<file path="config.mk">
export PLATFORM = sky130hd
export DESIGN_NAME = int_sequencer_flat
export DESIGN_NICKNAME = d
export VERILOG_FILES = /design/src/rtl/cpu_pkg.sv /design/src/rtl/int_sequencer_if.sv /design/src/rtl/int_sync_edge.sv /design/src/rtl/int_sequencer.sv /design/src/flat_wrapper.sv
export SDC_FILE = /design/constraint.sdc
export NUM_CORES = 1
export LEC_CHECK = 0
export CELL_PAD_IN_SITES_DETAIL_PLACEMENT = 1
export CELL_PAD_IN_SITES_GLOBAL_PLACEMENT = 1
export CORE_ASPECT_RATIO = 0.5
export CORE_UTILIZATION = 29
export CTS_CLUSTER_SIZE = 28
export DETAILED_ROUTE_END_ITERATION = 8
export PLACE_DENSITY = 0.81
export RECOVER_POWER = 25
export SYNTH_ARGS = -nofsm -noshare
export SYNTH_HDL_FRONTEND = slang
export SYNTH_SLANG_ARGS = --single-unit
</file>
<file path="constraint.sdc">
create_clock -name clk -period 1.3 [get_ports clk]
set_input_delay 0.26 -clock clk [delete_from_list [all_inputs] [get_ports clk]]
set_output_delay 0.26 -clock clk [all_outputs]
set_load 0.02 [all_outputs]
</file>
<file path="src/rtl/cpu_pkg.sv">
// Shared CPU definitions: address width, interrupt vector location and the
// interrupt sequencer's state encoding plus its per-state control outputs.
package cpu_pkg;

    localparam int ADDR_W = 8;
    localparam logic [ADDR_W-1:0] INT_VEC_ADDR = 8'h01;

    typedef enum logic [2:0] {
        IDLE,
        WAIT_SAFE,
        FLUSH,
        SAVE,
        VECTOR,
        ISR
    } int_state_t;

    typedef struct packed {
        logic fetch_hold;
        logic pipe_flush;
        logic save_req;
        logic vec_load;
        logic int_ack;
        logic in_isr;
    } int_ctrl_t;

    // Moore decode: the control word each state presents to the pipeline.
    function automatic int_ctrl_t ctrl_for(input int_state_t s);
        int_ctrl_t c;
        c = '0;
        case (s)
            WAIT_SAFE: c.fetch_hold = 1'b1;
            FLUSH: begin
                c.fetch_hold = 1'b1;
                c.pipe_flush = 1'b1;
            end
            SAVE: begin
                c.fetch_hold = 1'b1;
                c.save_req   = 1'b1;
            end
            VECTOR: begin
                c.fetch_hold = 1'b1;
                c.vec_load   = 1'b1;
                c.int_ack    = 1'b1;
            end
            ISR:     c.in_isr = 1'b1;
            default: c = '0;
        endcase
        return c;
    endfunction

endpackage

</file>
<file path="src/rtl/int_sequencer_if.sv">
// Pipeline-facing signals of the interrupt sequencer; the sequencer uses the
// slave view, the CPU fetch/hazard logic the master view.
interface int_sequencer_if #(
    parameter int ADDR_W = cpu_pkg::ADDR_W
) ();
    logic              int_en;
    logic              branch_in_flight;
    logic              stall_in;
    logic [ADDR_W-1:0] pc_next;
    logic              save_ack;
    logic              rti_retire;

    logic              fetch_hold;
    logic              pipe_flush;
    logic              save_req;
    logic [ADDR_W-1:0] save_pc;
    logic              vec_load;
    logic [ADDR_W-1:0] vec_addr;
    logic              int_ack;
    logic              in_isr;
    logic              int_pending;

    modport slave (
        input  int_en, branch_in_flight, stall_in, pc_next, save_ack, rti_retire,
        output fetch_hold, pipe_flush, save_req, save_pc, vec_load, vec_addr,
               int_ack, in_isr, int_pending
    );

    modport master (
        output int_en, branch_in_flight, stall_in, pc_next, save_ack, rti_retire,
        input  fetch_hold, pipe_flush, save_req, save_pc, vec_load, vec_addr,
               int_ack, in_isr, int_pending
    );
endinterface

</file>
<file path="src/rtl/int_sync_edge.sv">
// Synchronizes the asynchronous interrupt pin (SYNC_STAGES in 2..4), detects
// its rising edge and holds a one-deep pending request until cleared.
module int_sync_edge #(
    parameter int SYNC_STAGES = 2
) (
    input  logic clk,
    input  logic rst,
    input  logic async_in,
    input  logic clear,
    output logic pending
);
    logic [SYNC_STAGES-1:0] sync_q;
    logic                   prev_q;
    logic                   edge_seen;

    assign edge_seen = sync_q[SYNC_STAGES-1] & ~prev_q;

    always_ff @(posedge clk or posedge rst) begin
        if (rst) begin
            sync_q  <= '0;
            prev_q  <= 1'b0;
            pending <= 1'b0;
        end else begin
            // NOTE: non-blocking so every flop samples the pre-edge value and the chain shifts one stage per clock.
            sync_q  <= {sync_q[SYNC_STAGES-2:0], async_in};
            prev_q  <= sync_q[SYNC_STAGES-1];
            // A new edge beats a simultaneous clear; repeated edges collapse.
            pending <= edge_seen | (pending & ~clear);
        end
    end
endmodule

</file>
<file path="src/rtl/int_sequencer.sv">
// Interrupt entry sequencer: waits for a safe point, flushes, saves the return
// PC, forces the vector fetch and tracks ISR residency until RTI retires.
module int_sequencer
    import cpu_pkg::*;
#(
    parameter int                ADDR_W      = cpu_pkg::ADDR_W,
    parameter logic [ADDR_W-1:0] VEC_ADDR    = ADDR_W'(INT_VEC_ADDR),
    parameter int                SYNC_STAGES = 2
) (
    input logic           clk,
    input logic           rst,
    input logic           int_sig,
    int_sequencer_if.slave bus
);
    int_state_t        state;
    int_ctrl_t         ctrl;
    logic [ADDR_W-1:0] save_pc_q;
    logic              pending;
    logic              accept;

    // int_en only matters here; once the sequence starts it runs to the ISR.
    assign accept = (state == IDLE) && pending && bus.int_en;

    int_sync_edge #(
        .SYNC_STAGES(SYNC_STAGES)
    ) u_sync (
        .clk     (clk),
        .rst     (rst),
        .async_in(int_sig),
        .clear   (accept),
        .pending (pending)
    );

    // Control word is registered together with the state it belongs to.
    always_ff @(posedge clk or posedge rst) begin
        if (rst) begin
            state     <= IDLE;
            ctrl      <= '0;
            save_pc_q <= '0;
        end else begin
            case (state)
                IDLE: if (accept) begin
                    state <= WAIT_SAFE;
                    ctrl  <= ctrl_for(WAIT_SAFE);
                end
                WAIT_SAFE: if (!bus.branch_in_flight && !bus.stall_in) begin
                    save_pc_q <= bus.pc_next;
                    state     <= FLUSH;
                    ctrl      <= ctrl_for(FLUSH);
                end
                FLUSH: begin
                    state <= SAVE;
                    ctrl  <= ctrl_for(SAVE);
                end
                SAVE: if (bus.save_ack) begin
                    state <= VECTOR;
                    ctrl  <= ctrl_for(VECTOR);
                end
                VECTOR: begin
                    state <= ISR;
                    ctrl  <= ctrl_for(ISR);
                end
                ISR: if (bus.rti_retire) begin
                    state <= IDLE;
                    ctrl  <= ctrl_for(IDLE);
                end
                default: begin
                    state <= IDLE;
                    ctrl  <= '0;
                end
            endcase
        end
    end

    assign bus.fetch_hold  = ctrl.fetch_hold;
    assign bus.pipe_flush  = ctrl.pipe_flush;
    assign bus.save_req    = ctrl.save_req;
    assign bus.vec_load    = ctrl.vec_load;
    assign bus.int_ack     = ctrl.int_ack;
    assign bus.in_isr      = ctrl.in_isr;
    assign bus.save_pc     = save_pc_q;
    assign bus.vec_addr    = VEC_ADDR;
    assign bus.int_pending = pending;
endmodule

</file>
<file path="src/flat_wrapper.sv">
// flat-port wrapper written by rule: the top's interface ports become plain ports
module int_sequencer_flat import cpu_pkg::*;
#(
    parameter int                ADDR_W      = cpu_pkg::ADDR_W,
    parameter logic [ADDR_W-1:0] VEC_ADDR    = ADDR_W'(INT_VEC_ADDR),
    parameter int                SYNC_STAGES = 2
)
  (clk, rst, int_sig, bus_int_en, bus_branch_in_flight, bus_stall_in, bus_pc_next, bus_save_ack, bus_rti_retire, bus_fetch_hold, bus_pipe_flush, bus_save_req, bus_save_pc, bus_vec_load, bus_vec_addr, bus_int_ack, bus_in_isr, bus_int_pending);
  int_sequencer_if #(.ADDR_W(ADDR_W)) bus_i ();
  input logic clk;
  input logic rst;
  input logic int_sig;
  input wire logic [$bits(bus_i.int_en)-1:0] bus_int_en;
  input wire logic [$bits(bus_i.branch_in_flight)-1:0] bus_branch_in_flight;
  input wire logic [$bits(bus_i.stall_in)-1:0] bus_stall_in;
  input wire logic [$bits(bus_i.pc_next)-1:0] bus_pc_next;
  input wire logic [$bits(bus_i.save_ack)-1:0] bus_save_ack;
  input wire logic [$bits(bus_i.rti_retire)-1:0] bus_rti_retire;
  output wire logic [$bits(bus_i.fetch_hold)-1:0] bus_fetch_hold;
  output wire logic [$bits(bus_i.pipe_flush)-1:0] bus_pipe_flush;
  output wire logic [$bits(bus_i.save_req)-1:0] bus_save_req;
  output wire logic [$bits(bus_i.save_pc)-1:0] bus_save_pc;
  output wire logic [$bits(bus_i.vec_load)-1:0] bus_vec_load;
  output wire logic [$bits(bus_i.vec_addr)-1:0] bus_vec_addr;
  output wire logic [$bits(bus_i.int_ack)-1:0] bus_int_ack;
  output wire logic [$bits(bus_i.in_isr)-1:0] bus_in_isr;
  output wire logic [$bits(bus_i.int_pending)-1:0] bus_int_pending;
  assign bus_i.int_en = bus_int_en;
  assign bus_i.branch_in_flight = bus_branch_in_flight;
  assign bus_i.stall_in = bus_stall_in;
  assign bus_i.pc_next = bus_pc_next;
  assign bus_i.save_ack = bus_save_ack;
  assign bus_i.rti_retire = bus_rti_retire;
  assign bus_fetch_hold = bus_i.fetch_hold;
  assign bus_pipe_flush = bus_i.pipe_flush;
  assign bus_save_req = bus_i.save_req;
  assign bus_save_pc = bus_i.save_pc;
  assign bus_vec_load = bus_i.vec_load;
  assign bus_vec_addr = bus_i.vec_addr;
  assign bus_int_ack = bus_i.int_ack;
  assign bus_in_isr = bus_i.in_isr;
  assign bus_int_pending = bus_i.int_pending;
  int_sequencer #(.ADDR_W(ADDR_W), .VEC_ADDR(VEC_ADDR), .SYNC_STAGES(SYNC_STAGES)) u_core (.clk(clk), .rst(rst), .int_sig(int_sig), .bus(bus_i));
endmodule
</file>
==> impl_metrics.yaml, run 1 <==
global_routing:
  antenna_found_initial: 0
  first_global_vias: 840
  grt-ovfl-total: 0
  grt_usage: 0.148
  grt_max_degree: 21
  grt_pass1_wl_mm: 4.00
power:
  power_frac_seq: 0.320
  switchingPower_mw: 1.35
  clkPwrFrac: 0.115
  pwr-share-comb: 0.565
  power.total_mw: 3.41
  switching_share: 0.398
  p_int_mw: 2.05
  vdd_drop_max_mv: 1.22
  powerDensity_mw_per_mm2: 2350
  power_leakage_nw: 0.687
place:
  hpwl_mm: 1.77
  preCtsSetupSlack_ps: -415
  dp.cells: 158
  place_area_sq_mm: 0.00138
  io_buffer_count: 30
  place_congestion: 0.797
timing:
  hold_slack_ps: 378
  rsz0062_at_grt: "true"
  period_minus_slack_ps: 1400
  post-route-period-util: 1.07
  final_hold_viol_count: 0
  skew_ps: 3.92
  finalSetupViolCount: 13
  fmax_mhz: 716
  finalMaxSlewViolations: 0
  tns_ps: -921
  fin_ws_ps: -95.7
floorplan:
  start_util: 0.316
  rows: 14
  floorplan.die.width_um: 84.1
  die-area_sq_mm: 0.00362
  pin_count: 39
  die_y_um: 43.1
  core_area_sq_mm: 0.00310
synthesis:
  yosysUniqueCellTypes: 30
  synth-xor-area-share: 0.00895
  yosysSeqAreaShare: 0.512
  synth_top_area_cell: "dfrtp_1"
  synth_top_area_frac: 0.512
  yosys.area_share.simple: 0.0870
  avgSynthCellArea_sq_um: 12.2
  synthAdderAreaFrac: 0
  synth_top_family_by_area: "compound AO/OA/AOI/OAI gates"
  synthCells: 80
  ys_warn_count: 0
  synth_area_sq_um: 978
  synth_area_leaders: "dfrtp_1, mux2_2, buf_4"
  ys_ff_latch: 20
  synth_compound_area_frac: 0.161
  synthMuxAreaShare: 0.102
job:
  cap_violations: 0
critical_path:
  arrival_ps: 1540
  end_kind: "flip-flop"
  cp.depth: 5
  slowest_stage: "dfrtp_1"
  endpoint: "u_core.bus.save_pc[5]"
  ff2ff_setup_slack_ps: -100
  timing.rr.end: "u_core.bus.save_pc[5]"
  r2r-start: "u_core.state[2]"
  cp_top_family: "flip-flops"
  worst-path-buf-inv: 2
  startpoint_type: "flip-flop"
  cp_cell_sequence: "buf_4 > buf_6 > nor3_4 > nand2_2 > mux2_2"
  crit_type: "reg2reg"
  worstPathRequired_ps: 1440
  startpoint: "u_core.state[2]"
  worst-path-max-fanout: 4
  r2r_cells: 5
  cp_slowest_stage_delay_ps: 410
clocking:
  htree_levels: 1
  cts_sinks: 20
  path_clk_slew_ps: 70
  cts_root_buffer: "clkbuf_8"
  clock_latency_ps: 250
  ctsHoldBuffers: 0
  cts_buffers: 3
  clock_path_buffers: 2
  cts_tree: "built"
outcome:
  violations: "design-rule violations, negative setup slack"
  status: "finished with violations"
layout:
  utilization: 0.467
  syn2layout_area_growth_pct: 48.0
  diodes: 0
  final_nets: 143
  finalInstanceArea_sq_mm: 0.00145
  layout-drive-gt1-share: 0.336
  layout.cells.non_filler: 165
hold_path:
  min_path_type: "reg2reg"
drt:
  vias_per_cell: 4.61
  avgRoutedWirePerCell_um: 14.4
  remaining_drc_errors: 6
  wirelength_mm: 2.37
  ant_nets: 0
  drt_iter0_markers: 29
  first_pass_iters: 5
  num_vias: 760
-- synthesized netlist by cell type (all sizes together) --
master and n:
a21oi 1, nand3b 1, a31oi 1, nor2 1, nor3 1, o21ai 5, or2b 1, mux2 8
a211o 2, conb 2, or3 1, a2bb2oi 1, nand2b 1, and2b 1, inv 9, nand2 2
dfrtp 20, a21o 1, xnor2 1, o22ai 1, mux2i 1, nor4bb 1, a2111oi 1, a311oi 3
o41ai 1, buf 12
-- kinds of logic after synthesis --
kind of cell / count (synthesis)
other: 2
buffers and inverters: 21
XOR/XNOR: 1
AO/OA/AOI/OAI: 17
flip-flops: 20
multiplexers: 9
AND/OR/NAND/NOR: 10
-- power groups by stage --
stage               logic (mW)  clock network [mW]  registers, mW
floorplan                0.942                   0           1.28
global placement          1.85                   0           1.09
detailed placement        1.93                   0           1.10
CTS                       1.93               0.405           1.09
global route              2.07               0.414           1.13
finish                    1.93               0.392           1.09
-- state kept, by name, indices dropped and copies added, names as in the netlist --
| register | cells |
|---|---|
| u_core.state | 3 |
| u_core.u_sync.prev_q | 1 |
| u_core.bus.pipe_flush | 1 |
| u_core.bus.vec_load | 1 |
| u_core.bus.save_pc | 8 |
| u_core.u_sync.pending | 1 |
| u_core.u_sync.sync_q | 2 |
| u_core.bus.fetch_hold | 1 |
| u_core.bus.save_req | 1 |
| u_core.bus.in_isr | 1 |
-- routing by layer --
layer	track usage	vias to the layer above	share of wire	routed length (um)
met5	0	-	0	0
li1	-	351	-	-
met2	0.295	26	0.55	1300
met3	0.0292	6	0.040	96
met4	0.0690	0	0.027	64
met1	0.152	377	0.39	915
-- placed cells by master (no fill, tap or decap), drive strengths merged, types with 2 or more instances in the layout --
master / netlist / routed
dfrtp: 20 / 20
dlygate4sd2: 0 / 17
buf: 12 / 16
clkdlybuf4s50: 0 / 10
inv: 9 / 9
mux2: 8 / 8
conb: 2 / 8
clkbuf: 0 / 5
o21ai: 5 / 5
a311oi: 3 / 3
nand2: 2 / 3
dlygate4sd3: 0 / 2
a211o: 2 / 2
-- worst reg2reg max path, cell delays in order, from the launching register on --
cell	delay, ps
dfrtp_1	410
buf_4	160
buf_6	110
nor3_4	190
nand2_2	130
mux2_2	280
-- what timing repair did --
| action | CTS | global route |
|---|---|---|
| gates resized for setup | 27 | 3 |
| pin swaps | 5 | 2 |
| setup endpoints to repair | 31 | 18 |
| buffers inserted | 3 | 0 |
| gates cloned | 1 | 0 |
-- worst min-delay path by stage --
stage,from,end,slack (ps),cells after the start
after floorplan,rst,u_core.bus.fetch_hold,220,1
after global placement,u_core.u_sync.sync_q[0],u_core.u_sync.sync_q[1],330,0
after detailed placement,u_core.u_sync.sync_q[0],u_core.u_sync.sync_q[1],370,0
after CTS,rst,u_core.state[2],350,3
after global routing,u_core.u_sync.sync_q[0],u_core.u_sync.sync_q[1],400,0
final,u_core.u_sync.sync_q[0],u_core.u_sync.sync_q[1],380,0
-- final cells by class --
class                           count  area, sq um
Multi-Input combinational cell     46          417
Sequential cell                    20          503
Fill cell                         351         1650
Clock buffer                        3         41.3
Inverter                            9         33.8
Timing Repair Buffer               47          403
Tap cell                           40         50.0
Note: power is estimated with default switching activity, not from simulation.
==> inputs of run 2 (changes only) <==
- CORE_MARGIN: default -> 3
- MAX_ROUTING_LAYER: default -> met4
==> run 2 against run 1 <==
  * The run ends with negative setup slack left
  * Wire length is 3.5% higher
  * Largest cell class unchanged
  * Largest power group unchanged
  * Setup slack worse by 21 ps
  * Sequential power hardly changed
  * Critical endpoint is now u_core.bus.fetch_hold
  * Critical path depth is 2 lower
==> impl_metrics.yaml, run 2 (synthesis results as in run 1) <==
place:
  place_congestion: 0.825
  hpwl_mm: 1.74
  dp.cells: 156
  preCtsSetupSlack_ps: -391
  io_buffer_count: 30
floorplan:
  die-area_sq_mm: 0.00415
  core_area_sq_mm: 0.00312
  rows: 14
  start_util: 0.314
  pin_count: 39
  die_y_um: 47.1
  floorplan.die.width_um: 88.1
critical_path:
  cp_cell_sequence: "or3_4 > a311oi_4 > mux2i_1"
  slowest_stage: "dfrtp_2"
  arrival_ps: 1600
  cp_slowest_stage_delay_ps: 440
  r2r_cells: 3
  crit_type: "reg2reg"
  worst-path-max-fanout: 5
  startpoint_type: "flip-flop"
  worstPathRequired_ps: 1490
  r2r-start: "u_core.state[2]"
  ff2ff_setup_slack_ps: -120
  end_kind: "flip-flop"
  timing.rr.end: "u_core.bus.fetch_hold"
drt:
  drt_iter0_markers: 20
  remaining_drc_errors: 0
  avgRoutedWirePerCell_um: 14.8
  vias_per_cell: 4.45
  first_pass_iters: 3
  wirelength_mm: 2.46
  ant_nets: 0
  num_vias: 739
power:
  clkPwrFrac: 0.135
  power_leakage_nw: 0.695
  switchingPower_mw: 1.37
  powerDensity_mw_per_mm2: 2370
  vdd_drop_max_mv: 0.917
  p_int_mw: 2.13
  power_frac_seq: 0.307
  pwr-share-comb: 0.558
  switching_share: 0.392
timing:
  finalMaxSlewViolations: 0
  period_minus_slack_ps: 1420
  final_hold_viol_count: 0
  skew_ps: 4.06
  rsz0062_at_grt: "true"
  post-route-period-util: 1.09
  hold_slack_ps: 360
  fin_ws_ps: -117
  tns_ps: -619
  finalSetupViolCount: 14
  fmax_mhz: 706
layout:
  largest_reg_flops: 8
  layout.cells.non_filler: 166
  layout-drive-gt1-share: 0.357
  final_nets: 143
  final_common_cell: "dfrtp_1"
  diodes: 0
  utilization: 0.474
  fill_cells: 345
  syn2layout_area_growth_pct: 51.2
  layout_common_cells: "dfrtp_1, dlygate4sd2_1, buf_4, clkdlybuf4s50_1, inv_1"
hold_path:
  hold_start: "u_core.u_sync.sync_q[0]"
  min_path_type: "reg2reg"
  worstHoldEndpoint: "u_core.u_sync.sync_q[1]"
  hold-path-cell-count: 0
clocking:
  ctsHoldBuffers: 0
  cts_buffers: 3
  htree_levels: 1
  clock_latency_ps: 260
  clock_path_buffers: 2
  path_clk_slew_ps: 80
  cts_root_buffer: "clkbuf_8"
  cts_tree: "built"
  cts_sinks: 20
global_routing:
  antenna_found_initial: 0
  grt_pass1_wl_mm: 3.88
  grt_usage: 0.134
  first_global_vias: 777
  grt-ovfl-total: 0
  grt_max_degree: 12
job:
  cap_violations: 0
outcome:
  violations: "negative setup slack"
  status: "finished with violations"
-- run 2: cell count changes in the layout (fill, tap and decap cells not counted), sizes merged --
cell,before,now
dlygate4sd2,17,16
clkbuf,5,6
clkdlybuf4s50,10,11
-- run 2: critical path: cells and delay by family (launching register included) --
family / cells / cell delay (ps)
mux: 1 / 220
flops: 1 / 440
compound gates: 1 / 300
simple gates: 1 / 390
-- run 2: through the flow --
stage	power, mW	cell area, sq um
2_1_floorplan	2.22	1020
3_3_place_gp	2.87	1370
3_5_place_dp	2.93	1370
4_1_cts	3.37	1430
5_1_grt	3.76	1480
6_report	3.50	1480
-- run 2: area by class of cell --
type | instances | area, sq um | share of cell area
Inverter | 9 | 33.8 | 0.0228
Tap cell | 40 | 50.0 | 0.0338
Timing Repair Buffer | 47 | 410 | 0.277
Clock buffer | 4 | 55.1 | 0.0372
Sequential cell | 20 | 503 | 0.340
Multi-Input combinational cell | 46 | 427 | 0.288
-- run 2: worst max path at each step --
stage	startpoint	end	slack [ps]	depth (start not counted)
2_1_floorplan	u_core.state[2]	u_core.bus.save_pc[0]	-5	4
3_3_place_gp	bus_branch_in_flight	u_core.bus.fetch_hold	-370	4
3_5_place_dp	bus_branch_in_flight	u_core.bus.pipe_flush	-390	4
4_1_cts	u_core.state[2]	u_core.bus.fetch_hold	-80	5
5_1_grt	u_core.state[2]	u_core.bus.fetch_hold	-180	3
6_report	u_core.state[2]	u_core.bus.fetch_hold	-120	3
-- run 2: power by group through the flow --
stage,clock [mW],sequential (mW),combinational [mW]
5_1_grt,0.535,1.12,2.11
3_5_place_dp,0,1.09,1.84
3_3_place_gp,0,1.08,1.79
4_1_cts,0.499,1.07,1.80
6_report,0.473,1.07,1.96
2_1_floorplan,0,1.28,0.942
-- run 2: timing repair --
item / CTS / global route
gates resized for setup: 23 / 11
cloned: 1 / 0
setup endpoints to repair: 31 / 18
setup buffers: 2 / 3
pin swaps: 3 / 4
-- run 2: layer usage --
| metal | vias to the layer above | global-route usage | routed length (um) |
|---|---|---|---|
| met4 | 0 | 0.0693 | 61 |
| li1 | 351 | - | - |
| met2 | 25 | 0.219 | 1170 |
| met5 | - | - | 0 |
| met3 | 6 | 0.0298 | 108 |
| met1 | 357 | 0.161 | 1110 |
